### src/rtl/audio_pkg.sv
// Shared encodings and default timing for the codec power/config sequencer.
// Defaults assume clk_256fs at roughly 12 MHz.
package audio_pkg;

  localparam logic [2:0] ST_PDN      = 3'd0;
  localparam logic [2:0] ST_SETTLE   = 3'd1;
  localparam logic [2:0] ST_CFG_REQ  = 3'd2;
  localparam logic [2:0] ST_CFG_WAIT = 3'd3;
  localparam logic [2:0] ST_ALIGN    = 3'd4;
  localparam logic [2:0] ST_RUN      = 3'd5;
  localparam logic [2:0] ST_FAULT    = 3'd6;

  // ~0.34 ms power-down, ~0.68 ms settle, ~87 ms config timeout at 12 MHz
  localparam int PDN_LOW_CYCLES_DEF = 1 << 12;
  localparam int SETTLE_CYCLES_DEF  = 1 << 13;
  localparam int CFG_TIMEOUT_DEF    = 1 << 20;

endpackage

### src/rtl/codec_pwr_seq_timer.sv
// Up-counter shared by the timed states; clears on state entry and flags
// the terminal count selected by the FSM.
module seq_timer #(
  parameter int CNT_W = 21
) (
  input  logic             clk_256fs,
  input  logic             rst,
  input  logic             clr,
  input  logic             en,
  input  logic [CNT_W-1:0] last,
  output logic             tc
);

  logic [CNT_W-1:0] cnt_q, cnt_d;

  always_comb begin
    cnt_d = cnt_q;
    if (clr) begin
      cnt_d = '0;
    end else if (en) begin
      cnt_d = cnt_q + CNT_W'(1);
    end
  end

  always_ff @(posedge clk_256fs or posedge rst) begin
    if (rst) begin
      cnt_q <= '0;
    end else begin
      cnt_q <= cnt_d;
    end
  end

  assign tc = (cnt_q == last);

endmodule

### src/rtl/codec_pwr_seq.sv
// Codec power-up / configuration sequencer: power-down hold, settle, supervised
// I2C configuration with bounded retry, and fs-aligned datapath reset release.
module codec_pwr_seq
  import audio_pkg::*;
#(
  parameter int PDN_LOW_CYCLES = PDN_LOW_CYCLES_DEF,
  parameter int SETTLE_CYCLES  = SETTLE_CYCLES_DEF,
  parameter int CFG_TIMEOUT    = CFG_TIMEOUT_DEF,
  parameter int MAX_RETRIES    = 3,
  parameter int CNT_W          = 21
) (
  input  logic       clk_256fs,
  input  logic       rst,
  input  logic       fs_strobe,
  input  logic       cfg_busy,
  input  logic       cfg_done,
  input  logic       cfg_err,
  input  logic       recal_req,
  output logic       cfg_start,
  output logic       codec_pdn,
  output logic       dsp_rst,
  output logic       ready,
  output logic       fault,
  output logic [1:0] retry_cnt,
  output logic [2:0] state
);

  localparam logic [1:0] RETRY_MAX = 2'(MAX_RETRIES);

  logic [2:0]       state_q, state_d;
  logic             cfg_start_q, cfg_start_d;
  logic             codec_pdn_q, codec_pdn_d;
  logic             dsp_rst_q, dsp_rst_d;
  logic             ready_q, ready_d;
  logic             fault_q, fault_d;
  logic [1:0]       retry_cnt_q, retry_cnt_d;

  logic             tmr_clr, tmr_en, tmr_tc;
  logic [CNT_W-1:0] tmr_last;

  always_comb begin
    tmr_last = '0;
    tmr_en   = 1'b0;
    case (state_q)
      ST_PDN: begin
        tmr_last = CNT_W'(PDN_LOW_CYCLES - 1);
        tmr_en   = 1'b1;
      end
      ST_SETTLE: begin
        tmr_last = CNT_W'(SETTLE_CYCLES - 1);
        tmr_en   = 1'b1;
      end
      ST_CFG_WAIT: begin
        tmr_last = CNT_W'(CFG_TIMEOUT - 1);
        tmr_en   = 1'b1;
      end
      default: ;
    endcase
  end

  always_comb begin
    state_d     = state_q;
    cfg_start_d = 1'b0;
    codec_pdn_d = codec_pdn_q;
    dsp_rst_d   = dsp_rst_q;
    ready_d     = ready_q;
    fault_d     = fault_q;
    retry_cnt_d = retry_cnt_q;

    // Recalibration overrides everything, including an in-flight config
    if (recal_req) begin
      state_d     = ST_PDN;
      codec_pdn_d = 1'b0;
      dsp_rst_d   = 1'b1;
      ready_d     = 1'b0;
      fault_d     = 1'b0;
      retry_cnt_d = '0;
    end else begin
      case (state_q)
        ST_PDN: begin
          codec_pdn_d = 1'b0;
          dsp_rst_d   = 1'b1;
          if (tmr_tc) begin
            codec_pdn_d = 1'b1;
            state_d     = ST_SETTLE;
          end
        end
        ST_SETTLE: begin
          if (tmr_tc) state_d = ST_CFG_REQ;
        end
        ST_CFG_REQ: begin
          if (!cfg_busy) begin
            cfg_start_d = 1'b1;
            state_d     = ST_CFG_WAIT;
          end
        end
        ST_CFG_WAIT: begin
          // An error reported alongside done still counts as a failure
          if (cfg_err || (tmr_tc && !cfg_done)) begin
            codec_pdn_d = 1'b0;
            if (retry_cnt_q < RETRY_MAX) begin
              retry_cnt_d = retry_cnt_q + 2'd1;
              state_d     = ST_PDN;
            end else begin
              fault_d = 1'b1;
              state_d = ST_FAULT;
            end
          end else if (cfg_done) begin
            state_d = ST_ALIGN;
          end
        end
        ST_ALIGN: begin
          if (fs_strobe) begin
            dsp_rst_d = 1'b0;
            ready_d   = 1'b1;
            state_d   = ST_RUN;
          end
        end
        ST_RUN: ;
        ST_FAULT: begin
          fault_d     = 1'b1;
          codec_pdn_d = 1'b0;
          dsp_rst_d   = 1'b1;
          ready_d     = 1'b0;
        end
        default: begin
          state_d     = ST_PDN;
          codec_pdn_d = 1'b0;
          dsp_rst_d   = 1'b1;
          ready_d     = 1'b0;
          fault_d     = 1'b0;
          retry_cnt_d = '0;
        end
      endcase
    end
  end

  assign tmr_clr = recal_req || (state_d != state_q);

  seq_timer #(
    .CNT_W(CNT_W)
  ) u_timer (
    .clk_256fs(clk_256fs),
    .rst      (rst),
    .clr      (tmr_clr),
    .en       (tmr_en),
    .last     (tmr_last),
    .tc       (tmr_tc)
  );

  always_ff @(posedge clk_256fs or posedge rst) begin
    if (rst) begin
      state_q     <= ST_PDN;
      cfg_start_q <= 1'b0;
      codec_pdn_q <= 1'b0;
      dsp_rst_q   <= 1'b1;
      ready_q     <= 1'b0;
      fault_q     <= 1'b0;
      retry_cnt_q <= '0;
    end else begin
      state_q     <= state_d;
      cfg_start_q <= cfg_start_d;
      codec_pdn_q <= codec_pdn_d;
      dsp_rst_q   <= dsp_rst_d;
      ready_q     <= ready_d;
      fault_q     <= fault_d;
      retry_cnt_q <= retry_cnt_d;
    end
  end

  assign state     = state_q;
  assign cfg_start = cfg_start_q;
  assign codec_pdn = codec_pdn_q;
  assign dsp_rst   = dsp_rst_q;
  assign ready     = ready_q;
  assign fault     = fault_q;
  assign retry_cnt = retry_cnt_q;

endmodule

### config.mk
export PLATFORM = sky130hd
export DESIGN_NAME = codec_pwr_seq
export DESIGN_NICKNAME = d
export VERILOG_FILES = /design/src/rtl/audio_pkg.sv /design/src/rtl/codec_pwr_seq_timer.sv /design/src/rtl/codec_pwr_seq.sv
export SDC_FILE = /design/constraint.sdc
export NUM_CORES = 1
export LEC_CHECK = 0
export ABC_CLOCK_PERIOD_IN_PS = 6100
export CORE_UTILIZATION = 40
export CTS_CLUSTER_DIAMETER = 30
export CTS_CLUSTER_SIZE = 14
export DETAILED_ROUTE_END_ITERATION = 16
export DONT_BUFFER_PORTS = 1
export PLACE_DENSITY = 0.65
export SETUP_SLACK_MARGIN = 0.05
export SYNTH_ARGS = -nofsm -noshare
export SYNTH_HDL_FRONTEND = slang
export SYNTH_SLANG_ARGS = --single-unit
### constraint.sdc
create_clock -name clk_256fs -period 6.1 [get_ports clk_256fs]
set_clock_uncertainty 0.2 [all_clocks]
set_input_delay 1.83 -clock clk_256fs [delete_from_list [all_inputs] [get_ports clk_256fs]]
set_output_delay 1.83 -clock clk_256fs [all_outputs]
set_load 0.01 [all_outputs]
# Word-level counts from Yosys, hierarchy flattened
# Index checks and enable logic that the tools add are counted.
# word_totals
register_bits	31
latch_bits	0
ramBits	0
mem_bits_ro	0
inputBits	7
wordCells	80
mem_count	0
# classes
addsub	2
n_mul	0
n_div	0
order_cmp	1
eq_ne	17
n_shift	0
n_mux	34
n_bitwise	0
reduce_logical	18
# op_table
cell	n
20-bit case mux with 3 select lines	1
21-bit two-way mux	2
3-bit two-way mux	8
21-bit by 1-bit adder with 21-bit output (second input constant)	1
21-bit by 20-bit == test with 1-bit output	1
3-bit case mux with 6 select lines	1
1-bit two-way mux	14
3-bit inequality test (second input constant)	4
2-bit by 1-bit inequality test with 1-bit output (second input constant)	5
5-bit OR reduction	2
3-bit == test (second input constant)	3
4-bit OR reduction	2
3-bit by 2-bit == test with 1-bit output (second input constant)	2
2-bit two-way mux	3
1-bit case mux with 3 select lines	2
2-bit AND reduction	3
3-bit AND reduction	2
6-bit OR reduction	1
1-bit case mux with 2 select lines	2
2-bit case mux with 2 select lines	1
3-bit by 1-bit == test with 1-bit output (second input constant)	1
3-bit logical NOT	1
3-bit inequality test	1
3-bit OR reduction	1
other kinds (7)	8

# Logic depth before layout (Yosys ltp)
# depth
word_depth	11
depth_mapped	10

# By module
# Synthesis repeated with hierarchy kept, for this count alone.
# hier_totals
hier_cells	215
area_unflattened_um2	1943.1
# modules_own_cells
module	instances	cells_per_inst	area_each_um2
seq_timer	1	135	1285.0
codec_pwr_seq	1	80	658.1

# Worst setup path before layout
# No wires, ideal clock.
# synth_timing
kind	in2reg
startpoint	input cfg_done
endpoint	register u_timer.cnt_q[0]
setup_ps	110
arrival_time_ps	2967
required_ps	5790
path_slack_ps	2823
stages	5
path_buffers	0
path_cell_list	o31ai_1 -> a221o_1 -> o21a_2 -> or4_1 -> o41ai_1
# synth_between
elab_chain_cells	9
word_cells_on_any_way	11
# synth_lines
element	line	rtl
start: declaration	codec_pwr_seq.sv:16	input logic cfg_done,
1-bit logical NOT	codec_pwr_seq.sv:99	if (cfg_err || (tmr_tc && !cfg_done)) begin
1-bit logical AND	codec_pwr_seq.sv:99	
1-bit logical OR	codec_pwr_seq.sv:99	
3-bit two-way mux *	codec_pwr_seq.sv:99	
3-bit case mux with 6 select lines *	codec_pwr_seq.sv:79	case (state_q)
3-bit two-way mux *	codec_pwr_seq.sv:71	if (recal_req) begin
3-bit inequality test *	codec_pwr_seq.sv:138	assign tmr_clr = recal_req || (state_d != state_q);
1-bit logical OR *	codec_pwr_seq.sv:138	
21-bit two-way mux / 2-bit nonzero test (equally long branches)	-	
end signal: assignment	codec_pwr_seq_timer.sv:29	cnt_q <= cnt_d;
end: declaration	codec_pwr_seq_timer.sv:14	logic [CNT_W-1:0] cnt_q, cnt_d;
# Mark *: on every way between the ends. The rest lies on a longest branch, timed or not.
# A chain may end at the register's enable or synchronous reset.

# Worst setup path after layout
# layout_timing
startpoint	input cfg_done
endpoint	register u_timer.cnt_q[6]
# The elaborated chain is that of the path after synthesis.

==> flow_summary.yaml <==
timing:
  finalSetupTns_ns: 0
  drv_slew: 0
  setup_viol: 0
  timing.hold.ws_ns: 0.398
  grt_setup_unrepaired: "no"
  worst_pin_slew_ns: 1.11
  fmax_mhz: 286
  fin_crit_sh: 0.573
  slew_headroom: 0.255
  final-hold-violation-count: 0
  period_needed_ns: 3.50
clocking:
  clk_latency_ns: 0.29
  path_clk_slew_ns: 0.06
  cts_hold_buffers: 0
  cts.sinks: 31
  ctsLongestPathBuffers: 2
  cts_root_buffer: "clkbuf_8"
  cts_tree: "yes"
  htreeDepth: 2
  post_cts_resized: 0
  post-cts-setup-buffers: 0
  cts_buffers: 5
synth:
  ys_ff_latch: 31
  synth_nets: 270
  syn-cell-area_um2: 2230
  yosys_warnings: 0
  yosysSeqAreaShare: 0.349
  ys_types: 54
  avgSynthCellArea_um2: 8.53
  ys_async_sr_fraction: 1.00
  synth_ff_type: "dfrtp_1"
  synth_cells: 261
  synth-edff-count: 0
final_layout:
  area_growth_pct: 4.72
  mostFrequentLayoutCells: "dfrtp_1, nand4_1, o21ai_0"
  drive_gt1_frac: 0.0830
  fillCellCount: 508
  diodes: 0
  final_common_cell: "dfrtp_1"
  layout.nets: 261
pwr:
  p_total_uw: 408
  power_density_nw_per_um2: 175
  leakage_uw: 0.000841
  peakVddDrop_uv: 63.6
routing:
  drtAntennaViolNets: 0
  wl_mm: 5.37
  detail_route.vias_per_cell: 6.13
  route.vias.total: 1979
  first_pass_iters: 4
  wl_per_cell_um: 16.6
  drc: 0
  drt_iter0_markers: 215
setup_path:
  critPathMaxStageDelay_ns: 0.60
  crit_type: "in2reg"
  worst-path-stages: 5
  crit_arrival_ns: 3.48
  path_delay_family: "compound AO/OA/AOI/OAI gates"
  start_kind: "input port"
  cp-end-kind: "flip-flop"
  worstPathCellList: "o31ai_1, a221o_1, o21ai_1, nand2_1, o31ai_1"
  worst_path_max_delay_cell: "o21ai_1"
  worst-path-max-fanout: 15
  reg2reg_depth: 6
  cpMostUsedCell: "o31ai_1"
  cp.required_ns: 6.09
  cp.buffers_inverters: 0
run:
  cap_violations: 0
global_route:
  overflow: 0
  grt_pass1_vias: 1849
  grt_pass1_wl_mm: 9.49
  track_usage: 0.202
  antenna_found_initial: 0
  grt_max_degree: 32
die:
  initial_utilization: 0.425
  io_pins: 17
  core-area_um2: 5240
  die_x_um: 76.6
  design.die.area_um2: 5870
  die_h_um: 76.6
  rows: 26
place:
  port-buffer-count: 0
  hpwl_mm: 3.61
  gp_congestion: 0.873
min_path:
  holdPathStages: 2
  hp-class: "reg2reg"
outcome:
  outcome: "finished clean"
-- registers in the layout, summed over array words and instances, names as in the netlist --
name	count
cfg_start	1
codec_pdn	1
dsp_rst	1
fault	1
ready	1
retry_cnt	2
state	3
u_timer.cnt_q	21
-- synth_stat cells, drive strengths merged (5+ instances only) --
cell type   n  area (um2)
a21oi       8        40.0
or4         5        37.5
inv         6        22.5
buf         8        56.3
o31ai       5        37.5
nor4        8        65.1
nor3        8        45.0
xnor2      18         158
o21ai      23         119
nand3      18        90.1
clkbuf      9        33.8
nand2      18        67.6
nor2       16        67.6
dfrtp      30         751
nand4      26         163
and4        5        43.8
nor2b       5        38.8
-- final timing paths --
path / startpoint / endpoint / slack (ns)
setup / recovery: cfg_done / u_timer.cnt_q[6] / 2.60
hold / removal: fault / fault / 0.40
setup reg to reg: state[2] / u_timer.cnt_q[6] / 2.69
hold reg to reg: fault / fault / 0.40
max in group asynchronous: rst / dsp_rst / 4.07
min in group asynchronous: rst / cfg_start / 1.31
-- metal layers --
layer	vias up	global-route usage	routed length, um
met5	-	0	0
met4	0	0.0712	60
met3	6	0.0467	223
met2	47	0.318	2480
met1	954	0.270	2610
li1	972	-	-
-- cell type report --
cell class	instances	area [um2]	share of cell area
multi-input combinational	207	1340	0.573
sequential	31	777	0.333
clock buffer	8	100	0.0429
tap	70	87.6	0.0376
inverter	6	22.5	0.00966
timing repair buffer	1	7.51	0.00322
-- through the flow --
stage                     instances  utilization  setup slack (ns)  instance area, um2
after global routing            323        0.445              2.35                2330
after detailed placement        315        0.426              2.28                2230
after floorplan                 261            -              2.82                2230
after CTS                       323        0.445              2.58                2330
after global placement          315        0.426              2.33                2230
final                           323        0.445              2.60                2330
-- worst register-to-register path, stage by stage (launching register included) --
cell,delay [ns]
dfrtp_1,0.92
nand3b_1,0.33
and3_1,0.21
o211ai_1,0.18
o21ai_1,0.90
nand2_1,0.24
o31ai_1,0.33
-- power breakdown --
| group | total (uW) | switching, uW | internal (uW) |
|---|---|---|---|
| logic | 17.1 | 11.1 | 5.99 |
| clock network | 181 | 77.9 | 103 |
| registers | 210 | 2.71 | 208 |
| total | 408 | 91.7 | 317 |
-- kinds of logic (layout without fill, tap and decap cells) --
| logic type | after synthesis | count (layout) | share of synthesized area |
|---|---|---|---|
| AO/OA/AOI/OAI | 60 | 60 | 0.178 |
| multiplexers | 1 | 1 | 0.00449 |
| AND/OR/NAND/NOR | 122 | 122 | 0.321 |
| flip-flops | 31 | 31 | 0.349 |
| XOR/XNOR | 22 | 22 | 0.0865 |
| buffers and inverters | 23 | 15 | 0.0506 |
| adder cells (fa/ha/maj) | 2 | 2 | 0.0112 |
Power figures use the tool's default switching activity.
